**src/rtl/wc_tile_loader.sv**
```systemverilog
// wc_tile_loader
//   Host-side transmitter for the Winograd F(2x2,3x3) core's D word stream.
//   It accepts 4x4 tiles into a two-slot ping-pong buffer and 3x3 kernels
//   into a single pending register. Each buffered tile is sent as one frame:
//   a header {1, KLOAD, seq[7:0]}, then 9 kernel words when a new kernel is
//   pending, then 16 pixel words, then GAP idle words of zero.
//
// Ports
//   clk         : rising-edge clock
//   rst         : asynchronous, active-low reset
//   k_valid     : kernel offer
//   k_ready     : pending-kernel register free
//   k_data      : 9 kernel words, word i at [W*i +: W], row-major
//   tile_valid  : tile offer
//   tile_ready  : at least one tile slot free
//   tile_data   : 16 tile words, word i at [W*i +: W], row-major
//   D           : registered stream word to the core
//   busy        : frame in progress (HDR, KERN, PIX, GAP)
//   frame_done  : one-cycle pulse while the last pixel word is on D
//   seq         : sequence number of the current or most recent header
//
// W must be at least 10: the header uses the two top bits as marker and
// KLOAD, and the low 8 bits as the sequence number.
module wc_tile_loader #(
  parameter int W   = 10,
  parameter int GAP = 2
) (
  input  logic              clk,
  input  logic              rst,
  input  logic              k_valid,
  output logic              k_ready,
  input  logic [9*W-1:0]    k_data,
  input  logic              tile_valid,
  output logic              tile_ready,
  input  logic [16*W-1:0]   tile_data,
  output logic [W-1:0]      D,
  output logic              busy,
  output logic              frame_done,
  output logic [7:0]        seq
);

  typedef enum logic [2:0] {
    ST_IDLE,
    ST_HDR,
    ST_KERN,
    ST_PIX,
    ST_GAP
  } state_t;

  localparam logic [3:0] GAP_LAST = (GAP > 0) ? 4'(GAP - 1) : 4'd0;

  // Control state (reset)
  state_t      state, state_n;
  logic [3:0]  cnt, cnt_n, cnt_inc;
  logic [1:0]  slot_full;
  logic        wr_ptr, rd_ptr;
  logic        kpend, kseen, kload;
  logic [7:0]  next_seq;

  // Datapath storage (not reset; only ever read under valid control state)
  logic [16*W-1:0] slot_mem [2];
  logic [9*W-1:0]  kreg;
  logic [9*W-1:0]  kx;

  // Word views of the slot being drained and of the kernel being sent
  logic [W-1:0] pix_w [16];
  logic [W-1:0] kx_w  [9];

  // Next-cycle outputs / events
  logic [W-1:0] d_n;
  logic         fd_n;
  logic         hdr_go;
  logic         slot_free;
  logic         k_acc, t_acc;

  for (genvar g = 0; g < 16; g++) begin : g_pix
    assign pix_w[g] = slot_mem[rd_ptr][W*g +: W];
  end
  for (genvar g = 0; g < 9; g++) begin : g_kx
    assign kx_w[g] = kx[W*g +: W];
  end

  function automatic logic [W-1:0] hdr_word(input logic kl, input logic [7:0] s);
    logic [W-1:0] h;
    h        = '0;
    h[W-1]   = 1'b1;
    h[W-2]   = kl;
    h[7:0]   = s;
    return h;
  endfunction

  // Ready flags depend only on registered state, never on the valids.
  assign k_ready    = !kpend;
  assign tile_ready = !(&slot_full);
  assign busy       = (state != ST_IDLE);
  assign k_acc      = k_valid && k_ready;
  assign t_acc      = tile_valid && tile_ready;

  // Next-state and next-word logic. D is registered, so each branch selects
  // the word that will be on D after the coming edge.
  always_comb begin
    state_n   = state;
    cnt_n     = cnt;
    d_n       = '0;
    fd_n      = 1'b0;
    hdr_go    = 1'b0;
    slot_free = 1'b0;
    cnt_inc   = cnt + 4'd1;
    case (state)
      ST_IDLE: begin
        if (slot_full[rd_ptr] && kseen) hdr_go = 1'b1;
      end
      ST_HDR: begin
        cnt_n = 4'd0;
        if (kload) begin
          state_n = ST_KERN;
          d_n     = kx_w[0];
        end else begin
          state_n = ST_PIX;
          d_n     = pix_w[0];
        end
      end
      ST_KERN: begin
        if (cnt == 4'd8) begin
          state_n = ST_PIX;
          cnt_n   = 4'd0;
          d_n     = pix_w[0];
        end else begin
          cnt_n = cnt_inc;
          d_n   = kx_w[cnt_inc];
        end
      end
      ST_PIX: begin
        if (cnt == 4'd15) begin
          // Last pixel is on D now; release the slot at this edge.
          slot_free = 1'b1;
          cnt_n     = 4'd0;
          if (GAP > 0)                 state_n = ST_GAP;
          else if (slot_full[~rd_ptr]) hdr_go  = 1'b1;
          else                         state_n = ST_IDLE;
        end else begin
          cnt_n = cnt_inc;
          d_n   = pix_w[cnt_inc];
          fd_n  = (cnt_inc == 4'd15);
        end
      end
      ST_GAP: begin
        if (cnt == GAP_LAST) begin
          // rd_ptr already points at the next slot here.
          if (slot_full[rd_ptr]) hdr_go  = 1'b1;
          else                   state_n = ST_IDLE;
        end else begin
          cnt_n = cnt_inc;
        end
      end
      default: state_n = ST_IDLE;
    endcase
    if (hdr_go) begin
      state_n = ST_HDR;
      cnt_n   = 4'd0;
      d_n     = hdr_word(kpend, next_seq);
    end
  end

  // Control registers
  always_ff @(posedge clk or negedge rst) begin
    if (!rst) begin
      state      <= ST_IDLE;
      cnt        <= 4'd0;
      D          <= '0;
      frame_done <= 1'b0;
      slot_full  <= 2'b00;
      wr_ptr     <= 1'b0;
      rd_ptr     <= 1'b0;
      kpend      <= 1'b0;
      kseen      <= 1'b0;
      kload      <= 1'b0;
      next_seq   <= 8'd0;
      seq        <= 8'd0;
    end else begin
      state      <= state_n;
      cnt        <= cnt_n;
      D          <= d_n;
      frame_done <= fd_n;
      // An accept always targets the free slot and a release the full one,
      // so the two updates never hit the same flag.
      if (t_acc) begin
        slot_full[wr_ptr] <= 1'b1;
        wr_ptr            <= ~wr_ptr;
      end
      if (slot_free) begin
        slot_full[rd_ptr] <= 1'b0;
        rd_ptr            <= ~rd_ptr;
      end
      if (hdr_go) begin
        kload    <= kpend;
        seq      <= next_seq;
        next_seq <= next_seq + 8'd1;
      end
      // k_acc needs kpend=0 and the clear needs kpend=1: mutually exclusive.
      if (hdr_go && kpend) kpend <= 1'b0;
      if (k_acc) begin
        kpend <= 1'b1;
        kseen <= 1'b1;
      end
    end
  end

  // Data registers. The kernel is copied into kx when its header goes out,
  // so a new kernel accepted during that frame cannot disturb it.
  always_ff @(posedge clk) begin
    if (t_acc)          slot_mem[wr_ptr] <= tile_data;
    if (k_acc)          kreg             <= k_data;
    if (hdr_go && kpend) kx              <= kreg;
  end

endmodule

```
**config.mk**
```make
export PLATFORM = sky130hd
export DESIGN_NAME = wc_tile_loader
export DESIGN_NICKNAME = d
export VERILOG_FILES = /design/src/rtl/wc_tile_loader.sv
export SDC_FILE = /design/constraint.sdc
export NUM_CORES = 1
export LEC_CHECK = 0
export CAP_MARGIN = 20
export CORE_ASPECT_RATIO = 1.75
export CORE_MARGIN = 4
export CORE_UTILIZATION = 25
export DETAILED_ROUTE_END_ITERATION = 10
export GPL_TIMING_DRIVEN = 0
export SLEW_MARGIN = 15
export SYNTH_ARGS = -nofsm -noshare
export SYNTH_HDL_FRONTEND = slang
export SYNTH_SLANG_ARGS = --single-unit
```
**constraint.sdc**
```tcl
create_clock -name clk -period 18.5 [get_ports clk]
set_clock_uncertainty 0.1 [all_clocks]
set_input_delay 2.775 -clock clk [delete_from_list [all_inputs] [get_ports clk]]
set_output_delay 2.775 -clock clk [all_outputs]
set_load 0.05 [all_outputs]
```
==> results of run 1 <==
flip-flops by register name (all words and copies together) (netlist names), 2 cells and up:
name	count
cnt	4
state	3
kx	90
slot_mem	320
next_seq	8
D	10
slot_full	2
kreg	90
seq	8
synth_stat cells (all sizes together), types with 8 or more instances:
cell and number:
nor2 21, nor3 11, dfrtp 41, nand3 41, mux2i 33, o22ai 10
a31oi 10, buf 27, o21ai 17, nand2 157, clkbuf 24, xnor2 9
edfxtp 500, mux4 83, a21oi 22, nand4 11, inv 8
final cells by class:
class	instances	area (um^2)	area share (%)
flip-flops and latches	541	16000	60.1
multi-input cells	496	4220	15.8
repair buffers	290	3070	11.5
clock buffers	65	1390	5.21
well taps	1050	1310	4.92
clock inverters	31	369	1.38
plain buffers	51	230	0.863
inverters	8	32.5	0.122
diodes	10	25.0	0.0938
power by group through the flow:
stage          Combinational (mW)  Clock (mW)  Sequential [mW]
5_1_grt                      1.35        1.18             1.56
6_report                     1.26        1.10             1.55
4_1_cts                      1.29        1.13             1.55
3_5_place_dp                 1.29           0             1.57
2_1_floorplan               0.671           0             1.62
3_3_place_gp                 1.25           0             1.61
worst paths after layout:
check | startpoint | endpoint | slack [ns] | cells past startpoint
worst max-delay path | state[2] | busy | 13.11 | 3
worst min-delay path | kreg[8] | kx[8] | 0.31 | 0
worst max register to register | cnt[0] | D[1] | 14.11 | 8
worst min register to register | kreg[8] | kx[8] | 0.31 | 0
max in group asynchronous | rst | D[3] | 15.70 | 2
min in group asynchronous | rst | kpend | 2.04 | 1
kinds of logic (layout without fill, tap and decap cells):
family | after synthesis | count (layout) | synth area share [%]
compound gates | 83 | 83 | 2.71
xor+xnor | 12 | 12 | 0.513
fa+ha+maj | 5 | 5 | 0.305
buf+inv | 59 | 445 | 1.26
flops | 541 | 541 | 78.2
mux | 118 | 118 | 10.8
other cells | 0 | 10 | 0
simple gates | 278 | 278 | 6.12
routing by layer:
metal  vias to the layer above  global-route usage (%)  wire [um]
met3                       118                    3.52       4420
met5                         -                       0         69
li1                       5040                       -          -
met1                      5794                    15.8      22600
met2                       465                    24.0      30900
met4                        10                    5.88       2770
through the flow:
| step | utilization (%) | hold slack (ns) | instances | area [um^2] |
|---|---|---|---|---|
| 2_1_floorplan | - | 0.300 | 1096 | 20500 |
| 3_3_place_gp | 30.3 | 0.302 | 2421 | 24600 |
| 3_5_place_dp | 30.7 | 0.305 | 2435 | 24900 |
| 4_1_cts | 32.8 | 0.307 | 2531 | 26700 |
| 5_1_grt | 32.9 | 0.321 | 2538 | 26700 |
| 6_report | 32.9 | 0.313 | 2542 | 26700 |
==> flow_metrics.env, run 1 <==
export IMPL_std_cell_rows=138
export IMPL_die_area_um2=86800
export IMPL_worst_pin_slew_ns=1.05
export IMPL_drt_vias_per_instance=4.50
export IMPL_grt_pass1_vias=12200
export IMPL_layout_nets=1698
export IMPL_die_h_um=387
export IMPL_cts_resized_gates=0
export IMPL_worst_ep_required_time_ns=15.62
export IMPL_rsz0062_at_grt="false"
export IMPL_fp_dieW_um=224
export IMPL_hp_class="register to register"
export IMPL_clockBufferDepth=3
export IMPL_syn_to_final_growth_pct=30.2
export IMPL_synth_top_cells_by_area="edfxtp_1, mux4_2, dfrtp_1, nand2_1, mux2i_1"
export IMPL_crit_chain="clkbuf_1 -> or3_1 -> clkdlybuf4s50_1"
export IMPL_crit_slowest_cell="clkdlybuf4s50_1"
export IMPL_synth_cell_types=52
export IMPL_cts_setup_buffers=0
export IMPL_ios=276
export IMPL_crit_family="buffers and inverters"
export IMPL_yosys_warnings=0
export IMPL_maxCapViolCount=0
export IMPL_syn_area_um2=20500
export IMPL_final_cell_mix="edfxtp_1, clkdlybuf4s50_1, nand2_1"
export IMPL_first_pass_iters=6
export IMPL_cp_buffers_inverters=2
export IMPL_drt_total_wl_um=60800
export IMPL_clk_latency_ns=0.63
export IMPL_slew_limit_headroom_pct=30.3
export IMPL_cts_buffers=51
export IMPL_clkPwrFrac_pct=28.2
export IMPL_htreeDepth=2
export IMPL_synth_main_ff_cell="edfxtp_1"
export IMPL_worstSetupPathType="register to primary output"
export IMPL_worst_slack_ns=13.11
export IMPL_maxSlewViolCount=0
export IMPL_synth_top_area_cell="edfxtp_1"
export IMPL_drtAntennaViolNets=0
export IMPL_coreArea_um2=81200
export IMPL_wl_per_cell_um=23.9
export IMPL_cts_tree="yes"
export IMPL_p_per_area_nw_per_um2=146
export IMPL_async_flop_share_pct=7.58
export IMPL_io_buffers=275
export IMPL_yosysTopAreaCellShare_pct=73.2
export IMPL_grt_pass1_wl_um=85900
export IMPL_synth_edf_count=500
export IMPL_syn_inst=1096
export IMPL_drive_gt1_share_pct=14.8
export IMPL_antenna_found_initial=19
export IMPL_dr_total_vias=11400
export IMPL_crit_arrival_ns=2.52
export IMPL_grt_max_degree=65
export IMPL_yosysSeqAreaShare_pct=78.2
export IMPL_root_buffer="clkbuf_16"
export IMPL_cts_sinks=541
export IMPL_p_sw_mw=1.34
export IMPL_layout_commonest_cell="edfxtp_1"
export IMPL_drcViolationCount=0
export IMPL_timing_final_crit_share_pct=29.2
export IMPL_clock_fmax_mhz=185
export IMPL_switching_share_pct=34.4
export IMPL_fillCellCount=7830
export IMPL_first_iter_violations=912
export IMPL_p_seq_share_pct=39.6
export IMPL_fin_crit_ns=5.39
export IMPL_ir_drop_mv=0.0910
export IMPL_post_dp_hpwl_um=45400
export IMPL_syn_avg_cell_area_um2=18.7
export IMPL_critPathCaptureType="primary output"
export IMPL_p_total_mw=3.91
export IMPL_combPwrFrac_pct=32.2
export IMPL_start_kind="register"
export IMPL_cts_clk_slew_worst_paths_ns=0.07
export IMPL_grt_usage_pct=13.7
export IMPL_pre_cts_slack_ns=13.45
export IMPL_cts_hold_buf=0
export IMPL_hold_viol_final=0
export IMPL_start_util_pct=25.3
export IMPL_leakage_nw=8.75
export IMPL_setup_tns_ns=0
export IMPL_intPower_mw=2.56
export IMPL_critPathMaxFanout=10
export IMPL_setup_viol=0
export IMPL_synth_fp_nets=1355
export IMPL_synth_seq_cells=541
export IMPL_status="complete, no violations"
export IMPL_gp_congestion=0.923
export IMPL_gr_total_overflow=0
export IMPL_cpPeakStageDelay_ns=0.75
Power figures use the tool's default switching activity.
==> run 2: changes to the inputs <==
clock period = 5.3 ns   (was 18.5 ns; I/O delays follow)
==> run 2 against run 1 <==
Combinational power grew to 3.5 times the previous value. Critical path depth increased by 5. Global-route usage up 0.058 points. Hold slack lost 0.0066 ns. Core utilization hardly changed. Power grew to 3.5 times the previous value. Non-clock buffer count grew 2. Die area stayed put. Clock power rose to 3.4 times the previous value. Critical path type is now register to register. Largest cell class unchanged.
==> flow_metrics.env, run 2 (synthesis gave the netlist of run 1 again) <==
export IMPL_status="complete, no violations"
export IMPL_intPower_mw=8.93
export IMPL_r2r_cells=8
export IMPL_root_buffer="clkbuf_16"
export IMPL_rsz0062_at_grt="false"
export IMPL_first_pass_iters=5
export IMPL_drive_gt1_share_pct=14.8
export IMPL_placed_area_um2=25000
export IMPL_grt_usage_pct=13.8
export IMPL_post_dp_hpwl_um=45400
export IMPL_switching_share_pct=34.4
export IMPL_crit_arrival_ns=4.80
export IMPL_gr_total_overflow=0
export IMPL_clkPwrFrac_pct=27.7
export IMPL_grt_pass1_vias=12300
export IMPL_cts_sinks=541
export IMPL_p_sw_mw=4.69
export IMPL_fillCellCount=7866
export IMPL_die_h_um=387
export IMPL_timing_final_crit_share_pct=82.9
export IMPL_combPwrFrac_pct=32.6
export IMPL_p_seq_share_pct=39.7
export IMPL_htreeDepth=2
export IMPL_ir_drop_mv=0.330
export IMPL_rrSetupSlack_ns=0.91
export IMPL_worstSetupPathType="register to register"
export IMPL_coreArea_um2=81200
export IMPL_reg2reg_to="D[8]"
export IMPL_clock_fmax_mhz=228
export IMPL_reg2reg_from="cnt[0]"
export IMPL_grt_pass1_wl_um=86400
export IMPL_drtAntennaViolNets=0
export IMPL_largest_register_ffs=320
export IMPL_hp_class="register to register"
export IMPL_clockBufferDepth=3
export IMPL_ios=276
export IMPL_register_area_um2=16000
export IMPL_slew_limit_headroom_pct=28.0
export IMPL_critPathMaxFanout=10
export IMPL_path_common_cell="clkbuf_1"
export IMPL_wl_per_cell_um=24.0
export IMPL_io_buffers=275
export IMPL_worst_pin_slew_ns=1.08
export IMPL_start_kind="register"
export IMPL_drt_vias_per_instance=4.42
export IMPL_leakage_nw=8.77
export IMPL_multi_input_area_um2=4230
export IMPL_first_iter_violations=727
export IMPL_drt_total_wl_um=60900
export IMPL_crit_chain="clkbuf_1 -> inv_1 -> ha_1 -> clkbuf_1 -> nand3_1 -> o32ai_1 -> a21oi_1 -> nand4_1"
export IMPL_clk_latency_ns=0.60
export IMPL_cts_tree="yes"
export IMPL_final_area_um2=26700
export IMPL_largest_registers="slot_mem x320, kreg x90, kx x90"
export IMPL_maxCapViolCount=0
export IMPL_gp_congestion=0.913
export IMPL_regMostFlops="slot_mem"
export IMPL_maxSlewViolCount=0
export IMPL_fp_dieW_um=224
export IMPL_p_per_area_nw_per_um2=510
export IMPL_setup_viol=0
export IMPL_die_area_um2=86800
export IMPL_critPathLaunch="cnt[0]"
export IMPL_start_util_pct=25.3
export IMPL_hold_viol_final=0
export IMPL_worst_ep_required_time_ns=5.70
export IMPL_fin_crit_ns=4.39
export IMPL_final_cell_mix="edfxtp_1, clkdlybuf4s50_1, nand2_1"
export IMPL_cts_setup_buffers=0
export IMPL_cpPeakStageDelay_ns=1.03
export IMPL_critPathCaptureType="register"
export IMPL_layout_commonest_cell="edfxtp_1"
export IMPL_crit_slowest_cell="nand3_1"
export IMPL_dr_total_vias=11200
export IMPL_antenna_found_initial=15
export IMPL_drcViolationCount=0
export IMPL_cts_buffers=52
export IMPL_std_cell_rows=138
export IMPL_endpoint="D[8]"
export IMPL_layout_nets=1701
export IMPL_syn_to_final_growth_pct=30.3
export IMPL_setup_tns_ns=0
export IMPL_p_total_mw=13.6
export IMPL_grt_max_degree=62
export IMPL_cts_clk_slew_worst_paths_ns=0.06
run 2: power by group through the flow:
| stage | sequential (mW) | combinational, mW | clock, mW |
|---|---|---|---|
| 6_report | 5.40 | 4.44 | 3.78 |
| 5_1_grt | 5.44 | 4.77 | 4.05 |
| 4_1_cts | 5.41 | 4.58 | 3.90 |
| 3_5_place_dp | 5.49 | 4.55 | 0 |
| 3_3_place_gp | 5.56 | 4.37 | 0 |
| 2_1_floorplan | 5.63 | 2.34 | 0 |
run 2: stage by stage:
step           hold slack (ns)  cells  util [%]  worst slack (ns)
6_report                 0.306   2543      32.9             0.905
3_5_place_dp             0.305   2437      30.8             0.615
5_1_grt                  0.321   2538      32.9             0.657
2_1_floorplan            0.300   1096         -            0.0648
4_1_cts                  0.305   2532      32.9             0.609
3_3_place_gp             0.301   2421      30.3             -2.37
run 2: layer usage:
metal  track usage, %  routed length (um)  up-vias
met5                0                  20        -
met4             5.71                2620        2
met3             3.23                3690      104
met2             24.6               31700      386
met1             15.7               23000     5716
li1                 -                   -     5037
run 2: what timing repair did:
item / in CTS / in global routing
gates resized for setup: 0 / 0
setup endpoints to repair: 0 / 0
endpoints found under the hold margin: 6 / 0
hold buffers: 1 / 0
run 2: worst max-delay path, delay by kind of cell (launching register included):
kind,cells,cell delay [ns]
flip-flops,1,0.38
buffers and inverters,3,1.25
adder cells (fa/ha/maj),1,0.45
AND/OR/NAND/NOR,2,1.31
AO/OA/AOI/OAI,2,0.81
run 2: worst min-delay path by stage:
stage	start	endpoint	slack (ns)	cells past startpoint
2_1_floorplan	kreg[0]	kx[0]	0.30	0
3_3_place_gp	kreg[6]	kx[6]	0.30	0
3_5_place_dp	kreg[67]	kx[67]	0.30	0
4_1_cts	kreg[14]	kx[14]	0.31	0
5_1_grt	kreg[67]	kx[67]	0.32	0
6_report	kreg[14]	kx[14]	0.31	0
run 2: area by class of cell:
| class | count | area share (%) |
|---|---|---|
| Clock buffer | 60 | 5.06 |
| Tap cell | 1050 | 4.92 |
| Timing Repair Buffer | 292 | 11.7 |
| Buffer | 51 | 0.866 |
| Antenna cell | 11 | 0.103 |
| Clock inverter | 34 | 1.34 |
| Multi-Input combinational cell | 496 | 15.8 |
| Sequential cell | 541 | 60.0 |
| Inverter | 8 | 0.122 |
